### src/rtl/diaosi_types_pkg.sv
// Shared types and constants for the pipeline control slice.
// Latency: n/a (type and constant definitions only).
// Backpressure: n/a.
//
// Contents: regbits_t (register index), word_t (32-bit word),
// pctrl_state_t (pipeline controller FSM states), DRAIN_CYCLES.
package diaosi_types_pkg;

  typedef logic [4:0]  regbits_t;
  typedef logic [31:0] word_t;

  typedef enum logic [1:0] {
    RUN    = 2'd0,
    DWAIT  = 2'd1,
    DRAIN  = 2'd2,
    HALTED = 2'd3
  } pctrl_state_t;

  // Cycles spent letting older instructions retire after a halt reaches MEM.
  localparam int DRAIN_CYCLES = 2;
  localparam logic [1:0] DRAIN_LAST = 2'(DRAIN_CYCLES - 1);

endpackage

### src/rtl/pipeline_ctrl_load_use_detect.sv
// Load-use hazard detect: load in EX writes a register that ID is reading.
// Latency: combinational, zero cycles.
// Backpressure: none; pure compare, the controller decides how to stall.
//
// Ports:
//   ld_ex      - ID/EX latch holds a load
//   ld_wsel_ex - destination register of that load
//   rsel1_id   - first source register decoded in ID
//   rsel2_id   - second source register decoded in ID
//   lu_hz      - hazard present
module load_use_detect
  import diaosi_types_pkg::*;
(
  input  logic     ld_ex,
  input  regbits_t ld_wsel_ex,
  input  regbits_t rsel1_id,
  input  regbits_t rsel2_id,
  output logic     lu_hz
);

  logic w_nonzero;
  logic w_match;

  // Register 0 is hardwired to zero, so a load targeting it never hazards.
  assign w_nonzero = (ld_wsel_ex != '0);
  assign w_match   = (ld_wsel_ex == rsel1_id) | (ld_wsel_ex == rsel2_id);
  assign lu_hz     = ld_ex & w_nonzero & w_match;

endmodule

### src/rtl/pipeline_ctrl.sv
// Pipeline controller: latch enables, bubble inserts, halt drain, stall counter.
// Latency: all control outputs combinational from state and inputs.
// Backpressure: dmem miss freezes every stage; load-use/ifetch miss stall front.
//
// Ports:
//   CLK, RST              - clock, synchronous active-high reset
//   ihit, dhit, dreq_mem  - fetch valid, data access done, MEM holds ld/st
//   ld_ex, ld_wsel_ex     - load in EX and its destination register
//   rsel1_id, rsel2_id    - ID source registers
//   br_taken, halt_mem    - taken branch at EX/MEM, halt at MEM
//   pc_en..wb_en          - stage latch enables
//   hz_flushed1/2, flushed- bubble insert into IF/ID, ID/EX, EX/MEM
//   halt_out              - pipeline halted
//   stall_cycles          - cycles with PC held (only with PIPE_STALL_CNT_EN)
// Optional build macro: PIPE_STALL_CNT_EN enables the stall cycle counter.
module pipeline_ctrl
  import diaosi_types_pkg::*;
(
  input  logic     CLK,
  input  logic     RST,
  input  logic     ihit,
  input  logic     dhit,
  input  logic     dreq_mem,
  input  logic     ld_ex,
  input  regbits_t ld_wsel_ex,
  input  regbits_t rsel1_id,
  input  regbits_t rsel2_id,
  input  logic     br_taken,
  input  logic     halt_mem,
  output logic     pc_en,
  output logic     id_en1,
  output logic     id_en2,
  output logic     en,
  output logic     wb_en,
  output logic     hz_flushed1,
  output logic     hz_flushed2,
  output logic     flushed,
  output logic     halt_out,
  output word_t    stall_cycles
);

  pctrl_state_t r_state;
  pctrl_state_t w_next_state;
  logic [1:0]   r_drain_cnt;
  logic         w_lu_hz;

  // Flow response when no miss/halt is pending: branch beats load-use beats
  // fetch miss. ID/EX, EX/MEM and MEM/WB always advance in this case.
  logic w_f_pc_en;
  logic w_f_id_en1;
  logic w_f_fl1;
  logic w_f_fl2;
  logic w_f_fl3;

  load_use_detect u_lud (
    .ld_ex      (ld_ex),
    .ld_wsel_ex (ld_wsel_ex),
    .rsel1_id   (rsel1_id),
    .rsel2_id   (rsel2_id),
    .lu_hz      (w_lu_hz)
  );

  always_comb begin
    w_f_pc_en  = 1'b1;
    w_f_id_en1 = 1'b1;
    w_f_fl1    = 1'b0;
    w_f_fl2    = 1'b0;
    w_f_fl3    = 1'b0;
    if (br_taken) begin
      // Squash the three younger instructions; the load-use stall is moot.
      w_f_fl1 = 1'b1;
      w_f_fl2 = 1'b1;
      w_f_fl3 = 1'b1;
    end else if (w_lu_hz) begin
      // Hold IF/ID and PC, send a bubble into EX; the load moves on next cycle.
      w_f_pc_en  = 1'b0;
      w_f_id_en1 = 1'b0;
      w_f_fl2    = 1'b1;
    end else if (!ihit) begin
      w_f_pc_en = 1'b0;
      w_f_fl1   = 1'b1;
    end
  end

  always_ff @(posedge CLK) begin
    if (RST) begin
      r_state     <= RUN;
      r_drain_cnt <= '0;
    end else begin
      r_state <= w_next_state;
      if (r_state == DRAIN && r_drain_cnt != DRAIN_LAST) begin
        r_drain_cnt <= r_drain_cnt + 2'd1;
      end else begin
        r_drain_cnt <= '0;
      end
    end
  end

  always_comb begin
    w_next_state = r_state;
    pc_en        = 1'b0;
    id_en1       = 1'b0;
    id_en2       = 1'b0;
    en           = 1'b0;
    wb_en        = 1'b0;
    hz_flushed1  = 1'b0;
    hz_flushed2  = 1'b0;
    flushed      = 1'b0;
    halt_out     = 1'b0;
    if (!RST) begin
      case (r_state)
        RUN: begin
          if (halt_mem) begin
            // Let the halt and older instructions move on, kill everything younger.
            id_en1       = 1'b1;
            id_en2       = 1'b1;
            en           = 1'b1;
            wb_en        = 1'b1;
            hz_flushed1  = 1'b1;
            hz_flushed2  = 1'b1;
            flushed      = 1'b1;
            w_next_state = DRAIN;
          end else if (dreq_mem && !dhit) begin
            w_next_state = DWAIT;
          end else begin
            pc_en       = w_f_pc_en;
            id_en1      = w_f_id_en1;
            id_en2      = 1'b1;
            en          = 1'b1;
            wb_en       = 1'b1;
            hz_flushed1 = w_f_fl1;
            hz_flushed2 = w_f_fl2;
            flushed     = w_f_fl3;
          end
        end
        DWAIT: begin
          // halt_mem is deliberately not looked at until the access completes.
          if (dhit) begin
            pc_en        = w_f_pc_en;
            id_en1       = w_f_id_en1;
            id_en2       = 1'b1;
            en           = 1'b1;
            wb_en        = 1'b1;
            hz_flushed1  = w_f_fl1;
            hz_flushed2  = w_f_fl2;
            flushed      = w_f_fl3;
            w_next_state = RUN;
          end
        end
        DRAIN: begin
          en    = 1'b1;
          wb_en = 1'b1;
          if (r_drain_cnt == DRAIN_LAST) begin
            w_next_state = HALTED;
          end
        end
        HALTED: begin
          halt_out = 1'b1;
        end
        default: begin
          w_next_state = RUN;
        end
      endcase
    end
  end

`ifdef PIPE_STALL_CNT_EN
  word_t r_stall_cnt;

  always_ff @(posedge CLK) begin
    if (RST) begin
      r_stall_cnt <= '0;
    end else if (!pc_en && r_state != HALTED && r_stall_cnt != '1) begin
      r_stall_cnt <= r_stall_cnt + 32'd1;
    end
  end

  assign stall_cycles = r_stall_cnt;
`else
  assign stall_cycles = '0;
`endif

endmodule
### config.mk
export PLATFORM = sky130hd
export DESIGN_NAME = pipeline_ctrl
export DESIGN_NICKNAME = d
export VERILOG_FILES = /design/src/rtl/diaosi_types_pkg.sv /design/src/rtl/pipeline_ctrl_load_use_detect.sv /design/src/rtl/pipeline_ctrl.sv
export SDC_FILE = /design/constraint.sdc
export NUM_CORES = 1
export LEC_CHECK = 0
export CORE_AREA = 2 2 51 53
export CTS_CLUSTER_SIZE = 28
export DETAILED_ROUTE_END_ITERATION = 16
export DIE_AREA = 0 0 53 55
export PLACE_DENSITY = 0.82
export SETUP_SLACK_MARGIN = 0.4
export SYNTH_ARGS = -nofsm -noshare
export SYNTH_HDL_FRONTEND = slang
export SYNTH_SLANG_ARGS = --single-unit
### constraint.sdc
create_clock -name CLK -period 4.99 [get_ports CLK]
set_input_delay 0.499 -clock CLK [delete_from_list [all_inputs] [get_ports CLK]]
set_output_delay 0.499 -clock CLK [all_outputs]
set_load 0.01 [all_outputs]
-- Word-level counts from Yosys, hierarchy flattened
Index checks and enable logic that the tools add are counted.
W data, S select, Z words.
- output and inout port bits: 41
- input port bits: 23
- word-level logic and storage cells: 75
- register bits: 4
- bitwise operators: 4
- equality and inequality tests: 10
- $add $sub $neg: 1
- reductions and logical operators: 8
- mux-type cells: 50
- operators with widths (operator ; count):
    $mux W1 ; 38
    $pmux W1 S2 ; 6
    $eq A5 B5 Y1 ; 2
    $mux W2 ; 4
    $pmux W2 S3 ; 1
    $reduce_bool A5 Y1 ; 1
    $eq A2 B1 Y1 const B ; 2
    $eq A2 B2 Y1 const B ; 2
    $ne A2 B1 Y1 const B ; 2
    $reduce_and A4 Y1 ; 1
    $ne A3 B3 Y1 const B ; 1
    $pmux W1 S3 ; 1
    $reduce_bool A3 Y1 ; 1
    $add A2 B1 Y2 const B ; 1
    $and A1 B1 Y1 ; 2
    $logic_and A1 B1 Y1 ; 2
    $logic_not A2 Y1 ; 1
    $ne A2 B2 Y1 const B ; 1
    $reduce_or A2 Y1 ; 1
    $logic_not A1 Y1 ; 1
    $not A1 Y1 ; 1
    $or A1 B1 Y1 ; 1

-- Depth between registers and ports, before layout
- word-level depth: 9
- depth in mapped cells: 7
- gate-level depth less buffers: 6

-- Cells and area by module
A second synthesis with hierarchy kept.
- cell total of the unflattened synthesis: 101
- area, all modules: 774.5 sq um
- modules (own cells, without submodules) (module ; instances ; cells an instance ; area each (sq um) ; sequential area each (sq um)):
    pipeline_ctrl ; 1 ; 84 ; 649.4 ; 80.1
    load_use_detect ; 1 ; 17 ; 125.1 ; 0.0

-- Least setup slack after synthesis
No wires, ideal clock.
- path kind: input -> output
- from: input RST
- to: output hz_flushed2
- setup slack: 2.976 ns
- stages: 4
- buffers on the path: 1
- arrival: 1.515 ns
- data required time: 4.491 ns
- cells stage by stage: clkbuf_1 -> nor3_1 -> o211ai_1 -> o21bai_1
- longest elaborated chain between the ends: 1
- ends and longest elaborated chain (element ; RTL line ; RTL):
    start, declared ; pipeline_ctrl.sv:20 ; input logic RST,
    $mux W1 ; pipeline_ctrl.sv:110 ; if (!RST) begin
    end, declared ; pipeline_ctrl.sv:36 ; output logic hz_flushed2,
Every way passes these cells.

-- Worst setup path after layout
- from: input halt_mem
- to: output hz_flushed2
- longest elaborated chain between the ends: 3
- ends and longest elaborated chain (element ; RTL line ; RTL):
    start, declared ; pipeline_ctrl.sv:29 ; input logic halt_mem,
    $mux W1 ; pipeline_ctrl.sv:113 ; if (halt_mem) begin
    $pmux W1 S2 ; pipeline_ctrl.sv:111 ; case (r_state)
    $mux W1 ; pipeline_ctrl.sv:110 ;
Every way passes these cells.

==> impl_metrics.csv <==
group,metric,value,unit
timing,report.final.hold_viol_count,0,
die,die_h,55,µm
placed_design,place.port_buffers,31,
clock_network,htreeDepth,1,
placed_design,gp_congestion,0.7116,
clock_network,path_clk_slew,0.04,ns
clock_network,cts_num_sinks,4,
critical_path,critPathBufInv,2,
critical_path,end_kind,"primary output",
timing,final.setup.tns,0,ns
global_routing,grt_use_total,11.28,%
power,p_seq_share,16.6,%
global_routing,grt_max_degree,10,
synthesis,syn_inst,101,
clock_network,cts_buffers,3,
critical_path,setup.worst_path.start_class,"input port",
die,initial_utilization,33.49,%
finish,diodes,0,
finish,drive_gt1_share,6.061,%
timing,setup_viol,0,
routing,drt-pass1-iter-count,4,
routing,postRouteAntennaNets,0,
critical_path,reg2reg_to,"r_state[1]",
finish,num-nets-final,163,
critical_path,endpoint,"hz_flushed2",
routing,vias_per_cell,4.228,
critical_path,timing.rr.start,"r_state[0]",
critical_path,reg2reg_depth,6,
synthesis,yosys_warnings,0,
clock_network,cts_tree,"yes",
placed_design,hpwl,1403,µm
critical_path,cp_top_family,"buffers and inverters",
critical_path,crit_slowest_cell,"clkdlybuf4s50_1",
power,switching_share,41.20,%
critical_path,critPathKind,"in -> out",
clock_network,root_buffer,"clkbuf_4",
power,vdd_drop_max,0.0001695,V
die,coreArea,2365,µm²
critical_path,critPathMostFrequentCell,"clkdlybuf4s50_1",
routing,wirelength,1586,µm
run_status,outcome,"completed",
synthesis,syn-cell-area,792.0,µm²
timing,clock-skew-final,0.003406,ns
synthesis,yosysUniqueCellTypes,32,
global_routing,grt_pass1_wl,2373,µm
routing,dr.first_iter.drc_count,8,
critical_path,crit_required,4.49,ns
clock_network,cts-resized-gates,0,
die,ios,64,
routing,drc_errors,0,
global_routing,grt_pass1_vias,602,
power,power.density,309.2,nW/µm²
routing,wl_per_cell,9.790,µm
power,p_int,186.8,µW
timing,fmax,328.3,MHz
clock_network,cts_buffer_depth,2,
die,die_area,2915,µm²
synthesis,yosysTopAreaCellShare,31.28,%
die,rows,18,
synthesis,async_flop_share,0,%
power,leakagePower,0.0004283,µW
clock_network,insertion_delay,0.23,ns
synthesis,synth_ff_type,"dfxtp_1",
clock_network,post_cts_buffers,0,
critical_path,cp_cell_sequence,"clkdlybuf4s50_1, nor3b_1, nor3_1, o211ai_1, o21bai_1, clkdlybuf4s50_1",
critical_path,timing.reg2reg.setup_slack,3.24,ns
synthesis,syn_area_per_cell,7.842,µm²
timing,drv_slew,0,
critical_path,path_depth,6,
synthesis,yosysTopAreaCell,"buf_4",
timing,holdWs,0.4434,ns
power,p_comb_share,71.5,%
die,dieWidth,53,µm
critical_path,cp.arrival,2.55,ns
routing,dr_total_vias,685,
global_routing,antenna_found_initial,0,
timing,finalCritPeriodShare,61.04,%
global_routing,grt_overflow,0,
critical_path,crit_start,"halt_mem",
synthesis,synth_edf_count,0,
synthesis,synth_seq_area_share,10.11,%
timing,period_needed,3.046,ns
critical_path,worstPathMaxFanout,6,
power,power.share.clock,11.9,%
run,drv_cap,0,
critical_path,cpPeakStageDelay,0.61,ns
power,switchingPower,130.9,µW
synthesis,ys_top_cells_by_area,"buf_4, xnor2_1, dfxtp_1",
worst_hold_path,holdPathStages,1,
finish,areaGrowthSynthToFinish,29.70,%
worst_hold_path,hold_class,"reg -> reg",
clock_network,ctsHoldBuffers,0,
synthesis,synth_seq_cells,4,
worst_hold_path,hp-start,"r_drain_cnt[0]",
timing,rsz0062_at_grt,"no",
power groups by stage:
stage | Clock (µW) | Sequential (µW) | Combinational, µW
floorplan | 0 | 50.5 | 166
global placement | 0 | 51.9 | 220
detailed placement | 0 | 53.2 | 228
CTS | 40.4 | 52.7 | 229
global route | 42.4 | 53.7 | 252
finish | 37.9 | 52.8 | 227
worst min-delay path by stage:
stage,end,slack (ns)
6_report,r_drain_cnt[0],0.44
5_1_grt,r_drain_cnt[0],0.45
4_1_cts,r_drain_cnt[0],0.44
3_5_place_dp,r_drain_cnt[0],0.43
3_3_place_gp,r_drain_cnt[0],0.41
2_1_floorplan,r_drain_cnt[0],0.41
cell usage in the layout (no fill, tap or decap):
cell type        Yosys  final
nor3b_1              1      1
a211oi_1             1      1
a22oi_1              1      1
o22a_1               1      1
a2111oi_4            1      1
o21ai_0              1      1
nand2_1              5      5
clkbuf_4             0      3
o21ai_2              1      1
conb_1               1     32
mux2i_1              1      1
xnor2_1             10     10
a311oi_1             1      1
ha_1                 6      6
nor4_1               1      1
clkdlybuf4s50_1      0     31
o211ai_1             1      1
nor2_1               5      5
or4_4                1      1
dfxtp_1              4      4
a21boi_1             1      1
o31a_2               1      1
nor2b_2              1      1
o22ai_1              1      1
o21bai_1             1      1
a21oi_1              3      3
nor2b_1              3      3
inv_1                3      3
nand2b_1             2      2
nor3_1               5      5
nand3_1              2      2
or2b_1               1      1
Yosys cell counts, types with 2 or more instances:
library cell,n
inv_1,3
buf_4,33
nor2b_1,3
xnor2_1,10
nand3_1,2
nand2_1,5
dfxtp_1,4
a21oi_1,3
nor2_1,5
nand2b_1,2
nor3_1,5
ha_1,6
layer usage:
layer | GRT usage [%] | wire [µm] | vias up
li1 | - | - | 339
met1 | 8.857 | 530 | 314
met2 | 25.42 | 911 | 32
met3 | 4.032 | 144 | 0
met4 | 2.564 | 0 | 0
met5 | 0 | 0 | -
worst reg2reg max path, stage by stage (launching register included):
cell and delay, ns:
dfxtp_1 0.39, inv_1 0.09, ha_1 0.25, nor2b_2 0.19, a2111oi_4 0.42, nor2_1 0.08
a311oi_1 0.25
flip-flops by register name, indices dropped and copies added, names as in the netlist:
name / cells
r_drain_cnt: 2
r_state: 2
area by class of cell:
type / instances / area [µm²]
Inverter: 3 / 11.26
Timing Repair Buffer: 31 / 310.3
Fill cell: 242 / 1338
Multi-Input combinational cell: 91 / 565.5
Clock buffer: 3 / 22.52
Tap cell: 30 / 37.54
Sequential cell: 4 / 80.08
logic make-up after synthesis:
group	share of synthesized area, %
AOI/OAI and AO/OA	16.12
adders and majority gates	9.478
and+or+nand+nor	18.33
DFF	10.11
buffers and inverters	33.18
muxes	1.264
xor gates and xnor gates	11.06
other	0.4735
metrics by stage:
stage	worst slack, ns	power, µW	area (µm²)	cells	utilization [%]
after global placement	2.066	272.1	1005	159	42.49
final	1.944	317.6	1027	162	43.44
after floorplan	2.976	216.8	908.4	132	-
after detailed placement	1.971	281.0	1005	159	42.49
after CTS	1.972	321.9	1027	162	43.44
after global routing	1.793	348.5	1027	162	43.44
No activity file was read; power rests on OpenSTA's default activity.
